### config.mk
export PLATFORM = sky130hd
export DESIGN_NAME = veri_io_responder_flat
export DESIGN_NICKNAME = d
export VERILOG_FILES = /design/src/rtl/veri_io_responder_if.sv /design/src/rtl/veri_io_responder.sv /design/src/flat_wrapper.sv
export SDC_FILE = /design/constraint.sdc
export NUM_CORES = 1
export LEC_CHECK = 0
export ABC_AREA = 0
export CAP_MARGIN = 20
export CORE_MARGIN = 2
export CORE_UTILIZATION = 44
export CTS_CLUSTER_SIZE = 24
export DETAILED_ROUTE_END_ITERATION = 10
export GPL_ROUTABILITY_DRIVEN = 0
export PLACE_DENSITY = 0.64
export SKIP_LAST_GASP = 1
export SYNTH_ARGS = -nofsm -noshare
export SYNTH_HDL_FRONTEND = slang
export SYNTH_SLANG_ARGS = --single-unit
### constraint.sdc
create_clock -name clk -period 2.7 [get_ports clk]
set_input_delay 0.54 -clock clk [delete_from_list [all_inputs] [get_ports clk]]
set_output_delay 0.54 -clock clk [all_outputs]
set_load 0.05 [all_outputs]
### src/rtl/veri_io_responder_if.sv
// CPU-side bus of the VeriRISC I/O responder: address, write data, strobes and
// the tri-state style read return (data_out qualified by data_oe).
interface veri_io_responder_if;
  // Strobes are levels that may be held for many cycles. A write takes effect
  // once on the rising edge of wr. A DATA read pops once, the cycle after rd
  // falls. data_out is meaningful only while data_oe is high and is 0 otherwise.
  logic [4:0] addr;
  logic [7:0] data_in;
  logic       rd;
  logic       wr;
  logic [7:0] data_out;
  logic       data_oe;

  modport master (output addr, output data_in, output rd, output wr,
                  input data_out, input data_oe);
  modport slave  (input addr, input data_in, input rd, input wr,
                  output data_out, output data_oe);
endinterface

### src/rtl/veri_io_responder.sv
// Memory-mapped I/O target: a 4-register window bridging CPU accesses to an
// outbound (TX) and an inbound (RX) byte stream through two small FIFOs.
module veri_io_responder #(
  parameter logic [4:0] BASE_ADDR  = 5'h1C,
  parameter int         FIFO_DEPTH = 4
) (
  input  logic                clk,
  input  logic                rst,
  veri_io_responder_if.slave  bus,
  output logic [7:0]          tx_data,
  output logic                tx_valid,
  input  logic                tx_ready,
  input  logic [7:0]          rx_data,
  input  logic                rx_valid,
  output logic                rx_ready,
  output logic                irq
);
  localparam int AW = $clog2(FIFO_DEPTH);
  localparam int CW = AW + 1;
  localparam logic [CW-1:0] FULL_CNT = CW'(FIFO_DEPTH);

  typedef enum logic [1:0] {
    REG_DATA    = 2'd0,
    REG_STATUS  = 2'd1,
    REG_CTRL    = 2'd2,
    REG_SCRATCH = 2'd3
  } reg_idx_e;

  logic     hit;
  reg_idx_e idx;
  logic     wr_q, rd_q, dsel_q;
  logic     wr_ev, rd_ev;
  logic     err, ie;
  logic [7:0] scratch;

  logic [7:0]    tx_mem [FIFO_DEPTH];
  logic [AW-1:0] tx_wptr, tx_rptr;
  logic [CW-1:0] tx_cnt;
  logic          tx_full, tx_empty, tx_push, tx_pop, tx_drop;

  logic [7:0]    rx_mem [FIFO_DEPTH];
  logic [AW-1:0] rx_wptr, rx_rptr;
  logic [CW-1:0] rx_cnt;
  logic          rx_full, rx_nempty, rx_push, rx_pop, rx_under;

  logic       ctrl_wr, flush, err_clr;
  logic [7:0] rd_sel;

  assign hit = (bus.addr[4:2] == BASE_ADDR[4:2]);
  assign idx = reg_idx_e'(bus.addr[1:0]);

  // One event per strobe: rising wr, or the cycle after rd falls on DATA.
  assign wr_ev = bus.wr & ~wr_q & hit;
  assign rd_ev = rd_q & ~bus.rd & dsel_q;

  assign ctrl_wr = wr_ev & (idx == REG_CTRL);
  assign flush   = ctrl_wr & bus.data_in[1];
  assign err_clr = ctrl_wr & bus.data_in[0];

  assign tx_full  = (tx_cnt == FULL_CNT);
  assign tx_empty = (tx_cnt == '0);
  assign tx_push  = wr_ev & (idx == REG_DATA) & ~tx_full;
  assign tx_drop  = wr_ev & (idx == REG_DATA) & tx_full;
  assign tx_pop   = tx_valid & tx_ready;
  assign tx_valid = ~tx_empty;
  assign tx_data  = tx_valid ? tx_mem[tx_rptr] : 8'h00;

  assign rx_full   = (rx_cnt == FULL_CNT);
  assign rx_nempty = (rx_cnt != '0);
  assign rx_ready  = rst & ~rx_full;
  assign rx_push   = rx_valid & rx_ready;
  assign rx_pop    = rd_ev & rx_nempty;
  assign rx_under  = rd_ev & ~rx_nempty;

  assign irq = ie & rx_nempty;

  function automatic logic [CW-1:0] next_cnt(input logic [CW-1:0] cnt,
                                              input logic push, input logic pop);
    logic [CW-1:0] n;
    n = cnt;
    if (push && !pop) n = cnt + CW'(1);
    if (pop && !push) n = cnt - CW'(1);
    return n;
  endfunction

  always_comb begin
    rd_sel = 8'h00;
    case (idx)
      REG_DATA:    rd_sel = rx_nempty ? rx_mem[rx_rptr] : 8'h00;
      REG_STATUS:  rd_sel = {3'b000, err, tx_full, tx_empty, rx_full, rx_nempty};
      REG_CTRL:    rd_sel = {5'b00000, ie, 2'b00};
      REG_SCRATCH: rd_sel = scratch;
    endcase
  end

  assign bus.data_oe  = bus.rd & hit;
  assign bus.data_out = (bus.rd & hit) ? rd_sel : 8'h00;

  // Strobe history resets high so a strobe held through reset release is ignored.
  always_ff @(posedge clk) begin
    if (!rst) begin
      wr_q    <= 1'b1;
      rd_q    <= 1'b1;
      dsel_q  <= 1'b0;
      tx_wptr <= '0;
      tx_rptr <= '0;
      tx_cnt  <= '0;
      rx_wptr <= '0;
      rx_rptr <= '0;
      rx_cnt  <= '0;
      err     <= 1'b0;
      ie      <= 1'b0;
      scratch <= 8'h00;
    end else begin
      wr_q <= bus.wr;
      rd_q <= bus.rd;
      if (bus.rd) dsel_q <= hit & (idx == REG_DATA);

      if (flush) begin
        tx_wptr <= '0;
        tx_rptr <= '0;
        tx_cnt  <= '0;
        rx_wptr <= '0;
        rx_rptr <= '0;
        rx_cnt  <= '0;
      end else begin
        if (tx_push) tx_wptr <= tx_wptr + AW'(1);
        if (tx_pop)  tx_rptr <= tx_rptr + AW'(1);
        tx_cnt <= next_cnt(tx_cnt, tx_push, tx_pop);
        if (rx_push) rx_wptr <= rx_wptr + AW'(1);
        if (rx_pop)  rx_rptr <= rx_rptr + AW'(1);
        rx_cnt <= next_cnt(rx_cnt, rx_push, rx_pop);
      end

      if (tx_drop || rx_under) err <= 1'b1;
      else if (err_clr)        err <= 1'b0;
      if (ctrl_wr) ie <= bus.data_in[2];
      if (wr_ev && idx == REG_SCRATCH) scratch <= bus.data_in;
    end
  end

  always_ff @(posedge clk) begin
    if (rst && !flush && tx_push) tx_mem[tx_wptr] <= bus.data_in;
    if (rst && !flush && rx_push) rx_mem[rx_wptr] <= rx_data;
  end
endmodule
### src/flat_wrapper.sv
// flat-port wrapper written by rule: the top's interface ports become plain ports
module veri_io_responder_flat 
#(
  parameter logic [4:0] BASE_ADDR  = 5'h1C,
  parameter int         FIFO_DEPTH = 4
)
  (clk, rst, tx_data, tx_valid, tx_ready, rx_data, rx_valid, rx_ready, irq, bus_addr, bus_data_in, bus_rd, bus_wr, bus_data_out, bus_data_oe);
  veri_io_responder_if bus_i ();
  input  logic clk;
  input  logic rst;
  output logic [7:0] tx_data;
  output logic tx_valid;
  input  logic tx_ready;
  input  logic [7:0] rx_data;
  input  logic rx_valid;
  output logic rx_ready;
  output logic irq;
  input wire logic [$bits(bus_i.addr)-1:0] bus_addr;
  input wire logic [$bits(bus_i.data_in)-1:0] bus_data_in;
  input wire logic [$bits(bus_i.rd)-1:0] bus_rd;
  input wire logic [$bits(bus_i.wr)-1:0] bus_wr;
  output wire logic [$bits(bus_i.data_out)-1:0] bus_data_out;
  output wire logic [$bits(bus_i.data_oe)-1:0] bus_data_oe;
  assign bus_i.addr = bus_addr;
  assign bus_i.data_in = bus_data_in;
  assign bus_i.rd = bus_rd;
  assign bus_i.wr = bus_wr;
  assign bus_data_out = bus_i.data_out;
  assign bus_data_oe = bus_i.data_oe;
  veri_io_responder #(.BASE_ADDR(BASE_ADDR), .FIFO_DEPTH(FIFO_DEPTH)) u_core (.clk(clk), .rst(rst), .bus(bus_i), .tx_data(tx_data), .tx_valid(tx_valid), .tx_ready(tx_ready), .rx_data(rx_data), .rx_valid(rx_valid), .rx_ready(rx_ready), .irq(irq));
endmodule
==> results of run 1 <==
[area by class of cell]
cell class,count,area share
Sequential cell,95,0.4886
Multi-Input combinational cell,174,0.2857
Timing Repair Buffer,76,0.1471
Tap cell,129,0.03100
Clock buffer,10,0.02451
Inverter,18,0.01298
Clock inverter,6,0.01009
[through the flow]
| stage | std cells | cell area [um2] | utilization |
|---|---|---|---|
| floorplan | 304 | 4179 | - |
| global placement | 492 | 5024 | 0.5437 |
| detailed placement | 492 | 5024 | 0.5437 |
| CTS | 508 | 5204 | 0.5632 |
| global route | 508 | 5206 | 0.5634 |
| finish | 508 | 5206 | 0.5634 |
[path summary, 6_finish.rpt]
check                                       from                to  slack [ns]
worst max-delay path                 bus_addr[0]   bus_data_out[1]        0.08
worst min-delay path               u_core.dsel_q     u_core.dsel_q        0.48
worst min register to register     u_core.dsel_q     u_core.dsel_q        0.48
worst max register to register  u_core.rx_cnt[2]  u_core.rx_cnt[2]        0.39
[flip-flops by register name, summed over array words and instances (netlist names), named ones only]
name	cells
u_core.rx_wptr	2
u_core.rd_q	1
u_core.ie	1
u_core.tx_cnt	3
u_core.rx_rptr	2
u_core.tx_wptr	2
u_core.tx_rptr	2
u_core.rx_cnt	3
u_core.scratch	8
u_core.tx_mem	32
u_core.wr_q	1
u_core.err	1
u_core.dsel_q	1
u_core.rx_mem	32
[critical path: stages]
cell             delay [ns]
clkdlybuf4s50_1        0.52
buf_4                  0.19
nor2b_1                0.21
a22oi_1                0.10
a21oi_1                0.33
buf_12                 0.19
[cells in the mapped netlist, types with 2 or more instances]
library cell   n
edfxtp_1      64
dfxtp_1       31
a21oi_1       23
inv_1         18
mux4_2        16
nor2_1        14
nand4_1       12
o31ai_1       12
nor2b_1       11
ha_1          10
nor3b_1        9
clkbuf_1       8
nand3_1        8
buf_2          6
xor2_1         6
nand2_1        5
o311ai_0       5
or3_1          5
nand2b_1       4
a32oi_1        3
mux2i_1        3
nand3b_1       3
o21ai_0        3
a22oi_1        2
fa_1           2
nor3_1         2
[cell families after synthesis]
logic type | count (synthesis) | synth area share
compound gates | 55 | 0.08906
flops | 95 | 0.6093
simple gates | 82 | 0.1199
fa+ha+maj | 12 | 0.03958
mux | 19 | 0.09355
buf+inv | 35 | 0.03598
xor+xnor | 6 | 0.01259
[power by group]
group,switching [W],internal (W)
clock network,0.000527,0.000350
logic,0.0000979,0.0000848
registers,0.00000827,0.00156
[routing by layer]
| layer | vias to the layer above | GRT usage |
|---|---|---|
| met5 | - | 0 |
| met4 | 0 | 0.05925 |
| met3 | 8 | 0.03106 |
| met2 | 55 | 0.2960 |
| met1 | 1300 | 0.2212 |
| li1 | 1305 | - |
==> summary.md, run 1 <==
| Metric | Value |
|---|---|
| Area share of the leading cell type in the synthesized netlist | 0.4606 |
| DR WL met3 | 320 um |
| Antenna-violating nets left | 0 |
| EDFF count, synth | 64 |
| # clock sinks | 95 |
| Final nets | 413 |
| Achievable Freq | 381.7 MHz |
| #FFs+latches synth | 95 |
| Global-route wire length before repair | 13.44 mm |
| IO Port Bufs | 46 |
| Worst setup SP type | primary input |
| I/O pin count | 47 |
| GRT Residual Overflow | 0 |
| 1st-iter DRT viols | 132 |
| Cell Area, Synth | 0.004173 mm2 |
| Share of cells above drive strength 1 | 0.2375 |
| Initial antenna violation count | 0 |
| Worst hold slack | 0.4847 ns |
| Post-synth top area cell | edfxtp_1 |
| Worst Max-Slew Pin Slew | 0.5350 ns |
| Row Count | 35 |
| Starting Density | 0.4516 |
| Drt first pass iters | 4 |
| Crit end category | output port |
| Final Worst Setup Slack | 0.08003 ns |
| CORE AREA | 0.009240 mm2 |
| Syn Nets | 343 |
| Period minus WS final | 2.620 ns |
| Commonest non-fill, non-tap cell in the layout | edfxtp_1 |
| Later-pin clock latency in the skew report | 0.36 ns |
| Setup Skew | 0.007701 ns |
| Final wirelength | 8.263 mm |
| CTS Buf Count | 9 |
| R2r worst-path depth | 8 |
| Register area | 0.002544 mm2 |
| Total setup buffers inserted after CTS | 0 |
| DRT met1 WL | 3.768 mm |
| P_leak | 1.716 nW |
| Final worst-path cycle share | 0.9704 |
| CTS tree | yes |
| # setup viols final | 0 |
| RSZ-0062 raised after global routing | false |
| Drc violations | 0 |
| Ys flop type | edfxtp_1 |
| Hold_buf cts | 0 |
| Post_cts resized | 0 |
| Synth top area cells | edfxtp_1 46%, dfxtp_1 15%, mux4_2 8.6% |
| Seq/Total Area, Yosys | 0.6093 |
| Ant diodes | 0 |
| H-tree depth | 3 |
| Pwr/cell area | 505.6 mW/mm2 |
| Hold depth | 2 |
| Synth Warn # | 0 |
| Commonest cells after routing, fill and taps aside | 64 x edfxtp_1, 38 x buf_4, 30 x dfxtp_1 |
| Max Buffers Root-to-Sink | 2 |
| Number of global-route vias before repair | 2706 |
| Max transition margin | 0.6429 |
| Via/cell ratio | 5.252 |
| Max VDD drop | 0.3375 mV |
| CP max FO | 10 |
| Total track usage | 0.1724 |
| Synth async-reset ratio | 0 |
| CP arrival | 2.08 ns |
| Die Wd | 101.4 um |
| Overall power | 0.002632 W |
| Drt wl/cell | 16.27 um |
| WL met2 | 4.102 mm |
| Critical path type | primary input to output port |
| Full die area | 0.01028 mm2 |
| Hold Vio Cnt, Final | 0 |
| Final slew viol count | 0 |
| Yosys cell types | 45 |
| Post-placement setup slack | 0.08792 ns |
| Critical Path RT | 2.16 ns |
| Setup TNS | 0 ns |
| Syn avg cell area | 13.73 um2 |
| Via count | 2668 |
| Footprint of the multi-input gates | 0.001488 mm2 |
| Worst-path clk slew | 0.09 ns |
| Clk Tree Root Cell | clkbuf_8 |
| Min-Delay Path Class | flip-flop to flip-flop |
| Die Ht | 101.4 um |
| Syn Inst Count | 304 |
| Largest net degree at the start of global routing | 18 |
| Run status | complete, no violations |
| FILL cells | 749 |
| MaxCap Viol Count | 0 |
| Top routing layer in use | met4 |
| Hpwl dp | 5.908 mm |
| Area grow syn2layout | 24.77% |
(Power assumes the default switching activity.)
==> run 2: changes to the inputs <==
DONT_BUFFER_PORTS = 1   (was default)
PLACE_DENSITY = 0.58   (was 0.64)
==> run 2 against run 1 <==
Effect of this change:
- via count shrank 6.4%
- hold slack got worse by 0.23 ns
- clock skew rose by 0.0043 ns
- sequential power hardly changed
- cell count shrank 7.9%
- critical endpoint is now tx_data[2]
- highest routed layer unchanged
==> summary.md, run 2 (same netlist as run 1, synthesis figures left out) <==
| Metric | Value |
|---|---|
| Total setup buffers inserted after CTS | 0 |
| Worst-path clk slew | 0.09 ns |
| Drt first pass iters | 5 |
| Starting Density | 0.4516 |
| CORE AREA | 0.009240 mm2 |
| Post_cts resized | 0 |
| Achievable Freq | 409.7 MHz |
| Largest regs | u_core.rx_mem (32), u_core.tx_mem (32), u_core.scratch (8) |
| Pwr/cell area | 538.0 mW/mm2 |
| Later-pin clock latency in the skew report | 0.36 ns |
| CP cell instances | mux4_2, nor2b_1, buf_4 |
| Commonest non-fill, non-tap cell in the layout | edfxtp_1 |
| Critical Path RT | 2.16 ns |
| Drt wl/cell | 16.62 um |
| Setup Skew | 0.01196 ns |
| RSZ-0062 raised after global routing | false |
| Share of cells above drive strength 1 | 0.2242 |
| Run status | complete, no violations |
| Row Count | 35 |
| Critical path type | flip-flop to output port |
| Number of global-route vias before repair | 2487 |
| Final Worst Setup Slack | 0.2591 ns |
| Final slew viol count | 0 |
| Grt met1 use | 0.1976 |
| Worst Max-Slew Pin Slew | 0.5878 ns |
| Critical-path top delay cell | dfxtp_1 |
| Final worst-path cycle share | 0.9040 |
| CTS Buf Count | 9 |
| GRT Residual Overflow | 0 |
| CTS tree | yes |
| FILL cells | 806 |
| Die Ht | 101.4 um |
| Largest net degree at the start of global routing | 18 |
| Initial antenna violation count | 0 |
| Total track usage | 0.1644 |
| Period minus WS final | 2.441 ns |
| P_leak | 1.515 nW |
| Area grow syn2layout | 12.80% |
| Commonest cells after routing, fill and taps aside | 64 x edfxtp_1, 36 x buf_4, 31 x dfxtp_1 |
| Setup TNS | 0 ns |
| Die Wd | 101.4 um |
| Final wirelength | 7.778 mm |
| Met3 usage | 0.03934 |
| Hold_buf cts | 0 |
| Crit end category | output port |
| MaxCap Viol Count | 0 |
| Overall power | 0.002532 W |
| Worst setup SP type | flip-flop |
| Via count | 2497 |
| Busiest grt layer | met2 |
| Max transition margin | 0.6058 |
| Drc violations | 0 |
| CP arrival | 1.90 ns |
| CP max FO | 8 |
| Full die area | 0.01028 mm2 |
| Slowest stage delay, CP | 0.66 ns |
| Final nets | 373 |
| I/O pin count | 47 |
| 1st-iter DRT viols | 132 |
| Hold Vio Cnt, Final | 0 |
| # setup viols final | 0 |
| Post-placement setup slack | 0.3170 ns |
| Hpwl dp | 5.608 mm |
| H-tree depth | 3 |
| Antenna-violating nets left | 0 |
| Clk Tree Root Cell | clkbuf_8 |
| IO Port Bufs | 0 |
| Max VDD drop | 0.3254 mV |
| Min-Delay Path Class | primary input to flip-flop |
| Global-route wire length before repair | 12.63 mm |
| Via/cell ratio | 5.335 |
| Ant diodes | 0 |
| Max Buffers Root-to-Sink | 2 |
| # clock sinks | 95 |
| Met2 GRT Util | 0.2776 |
-- run 2: cell count changes in the layout (fill, tap and decap cells not counted), sizes merged --
| cell | change |
|---|---|
| clkinv | -1 |
| buf | -12 |
| clkinvlp | +1 |
| clkdlybuf4s50 | -28 |
-- run 2: layout make-up --
class	count	area (um2)	share of cell area
Clock buffer	10	127.6	0.02711
Sequential cell	95	2542	0.5401
Multi-Input combinational cell	174	1486	0.3158
Timing Repair Buffer	36	270.3	0.05742
Inverter	18	67.56	0.01435
Tap cell	129	161.4	0.03429
Clock inverter	6	51.30	0.01090
-- run 2: where the power goes --
group	switching (W)	total [W]	leakage, nW	internal (W)
combinational	0.0000681	0.000105	0.604	0.0000372
clock	0.000507	0.000854	0.0814	0.000348
sequential	0.00000786	0.00157	0.829	0.00156
-- run 2: critical path, delay by kind of cell (launching register included) --
family / cells / cell delay, ns
flip-flops: 1 / 0.66
multiplexers: 1 / 0.56
buffers and inverters: 1 / 0.18
AND/OR/NAND/NOR: 1 / 0.14
-- run 2: worst paths after layout --
kind,startpoint,to,slack (ns),depth (start not counted)
worst min-delay path,rst,u_core.rd_q,0.25,1
worst max-delay path,flip-flop,tx_data[2],0.26,3
worst min register to register,u_core.dsel_q,u_core.dsel_q,0.47,2
worst max register to register,u_core.rx_cnt[2],u_core.rx_cnt[2],0.31,8
-- run 2: metrics by stage --
step	utilization	cell area (um2)	cells	hold slack (ns)
final	0.5094	4707	468	0.2522
after global routing	0.5094	4707	468	0.2381
after CTS	0.5094	4707	468	0.2320
after detailed placement	0.4900	4528	452	0.4629
after global placement	0.4900	4528	452	0.4572
after floorplan	-	4179	304	0.4452
-- run 2: routing by layer --
| metal | wire (um) | up-vias |
|---|---|---|
| li1 | - | 1226 |
| met3 | 405 | 16 |
| met2 | 3909 | 60 |
| met5 | 0 | - |
| met4 | 165 | 0 |
| met1 | 3297 | 1195 |
==> RTL edit (config.mk and constraints of run 1) <==
`FIFO_DEPTH` is set to 4 in 2 places; all go to 2.
--- a/src/rtl/veri_io_responder.sv
+++ b/src/rtl/veri_io_responder.sv
@@ -4,3 +4,3 @@
   parameter logic [4:0] BASE_ADDR  = 5'h1C,
-  parameter int         FIFO_DEPTH = 4
+  parameter int         FIFO_DEPTH = 2
 ) (
--- a/src/flat_wrapper.sv
+++ b/src/flat_wrapper.sv
@@ -4,3 +4,3 @@
   parameter logic [4:0] BASE_ADDR  = 5'h1C,
-  parameter int         FIFO_DEPTH = 4
+  parameter int         FIFO_DEPTH = 2
 )
Behaviour: not the same (Yosys sat finds a counterexample within 4 cycles, from zero or initial values and one cycle with rst low).
==> RTL edit against run 1 <==
- sequential share of layout area down 5.3 points
- final area down 37%
- hold slack worse by 0.0018 ns
- sequential power down 42%
- highest routed layer unchanged
- global-route usage up 0.20 points
- wire length down 40%
- power down 43%
- area after synthesis down 42%
- clock power down 48%
- sequential cell count down 40
- setup slack better by 0.0051 ns
- largest power group unchanged
- synthesized cell count down 28%
==> RTL edit: results (changes against run 1) <==
metric	value	unit	change
final worst slack	0.08510	ns	was 0.08003 ns
Peak VDD IR	0.2613	mV	was 0.3375 mV
Layout Nets	305		was 413
R2R Path Start	u_core.wr_q		was u_core.rx_cnt[2]
met3 wire len	296	um	was 320 um
clock buffers	5		was 10
biggest regs	u_core.rx_mem x16, u_core.tx_mem x16, u_core.scratch x8		was u_core.rx_mem x32, u_core.tx_mem x32, u_core.scratch x8
post-detailed-routing wire length	4979	um	was 8263 um
worst hold slack	0.4829	ns	was 0.4847 ns
Setup crit start	bus_addr[1]		was bus_addr[0]
Synth Area in Compound Gates	11.12	%	was 8.906%
final clock skew	0.006172	ns	was 0.007701 ns
largest net degree at the start of global routing	19		was 18
cell area after layout	0.003261	mm^2	was 0.005206 mm^2
first-pass GRT wire length	8438	um	was 13440 um
share of cells above drive strength 1	19.13	%	was 23.75%
WL/cell	14.27	um	was 16.27 um
post-synthesis adder-cell area fraction	1.029	%	was 3.958%
clock latency on the worst-skew pair	0.31	ns	was 0.36 ns
fraction of area in non-clock buffers	21.57	%	was 14.71%
worst hold endpoint	u_core.scratch[7]		was u_core.dsel_q
outcome	finished clean		unchanged
fillers	452		was 749
htree depth	2		was 3
reg2reg end	u_core.tx_cnt[1]		was u_core.rx_cnt[2]
post-synth net total	247		was 343
Layout clock area frac	2.840	%	was 3.461%
Worst Hold Launch	u_core.scratch[7]		was u_core.dsel_q
Cell Area, Synth	0.002431	mm^2	was 0.004173 mm^2
P_int	1.162	mW	was 1.999 mW
xor/xnor cell area share of the yosys netlist	1.801	%	was 1.259%
met1 wire length	2330	um	was 3768 um
mux contribution to synthesized area	7.926	%	was 9.355%
all-layer global routing usage	17.44	%	was 17.24%
Multi-In Gates	144		was 174
Synth cell types	40		was 45
Non-Clock Inverter Count	5		was 18
footprint of the multi-input gates	934.6	um^2	was 0.001488 mm^2
HPWL after detailed placement	3738	um	was 5908 um
LEAKAGE	1.108	nW	was 1.716 nW
## RTL edit: cell count changes after synthesis, sizes merged, moves of 10 or more
| cell | change |
|---|---|
| edfxtp | -32 |
| inv | -13 |
| mux2 | +10 |
| mux4 | -16 |
| nand3 | +11 |
| nand4 | -12 |
| o21ai | +11 |
| o31ai | -11 |
## RTL edit: power groups by stage
| stage | combinational [mW] | clock [mW] | sequential, mW |
|---|---|---|---|
| after global placement | 0.148 | 0 | 0.924 |
| after global routing | 0.162 | 0.502 | 0.908 |
| after floorplan | 0.0661 | 0 | 0.923 |
| final | 0.149 | 0.457 | 0.905 |
| after CTS | 0.150 | 0.474 | 0.905 |
| after detailed placement | 0.149 | 0 | 0.925 |
## RTL edit: layer usage
metal  global-route usage (%)  vias up
met5                        0        -
met4                    6.491        0
met3                    4.598       10
met2                    28.53       54
met1                    22.31      835
li1                         -      916
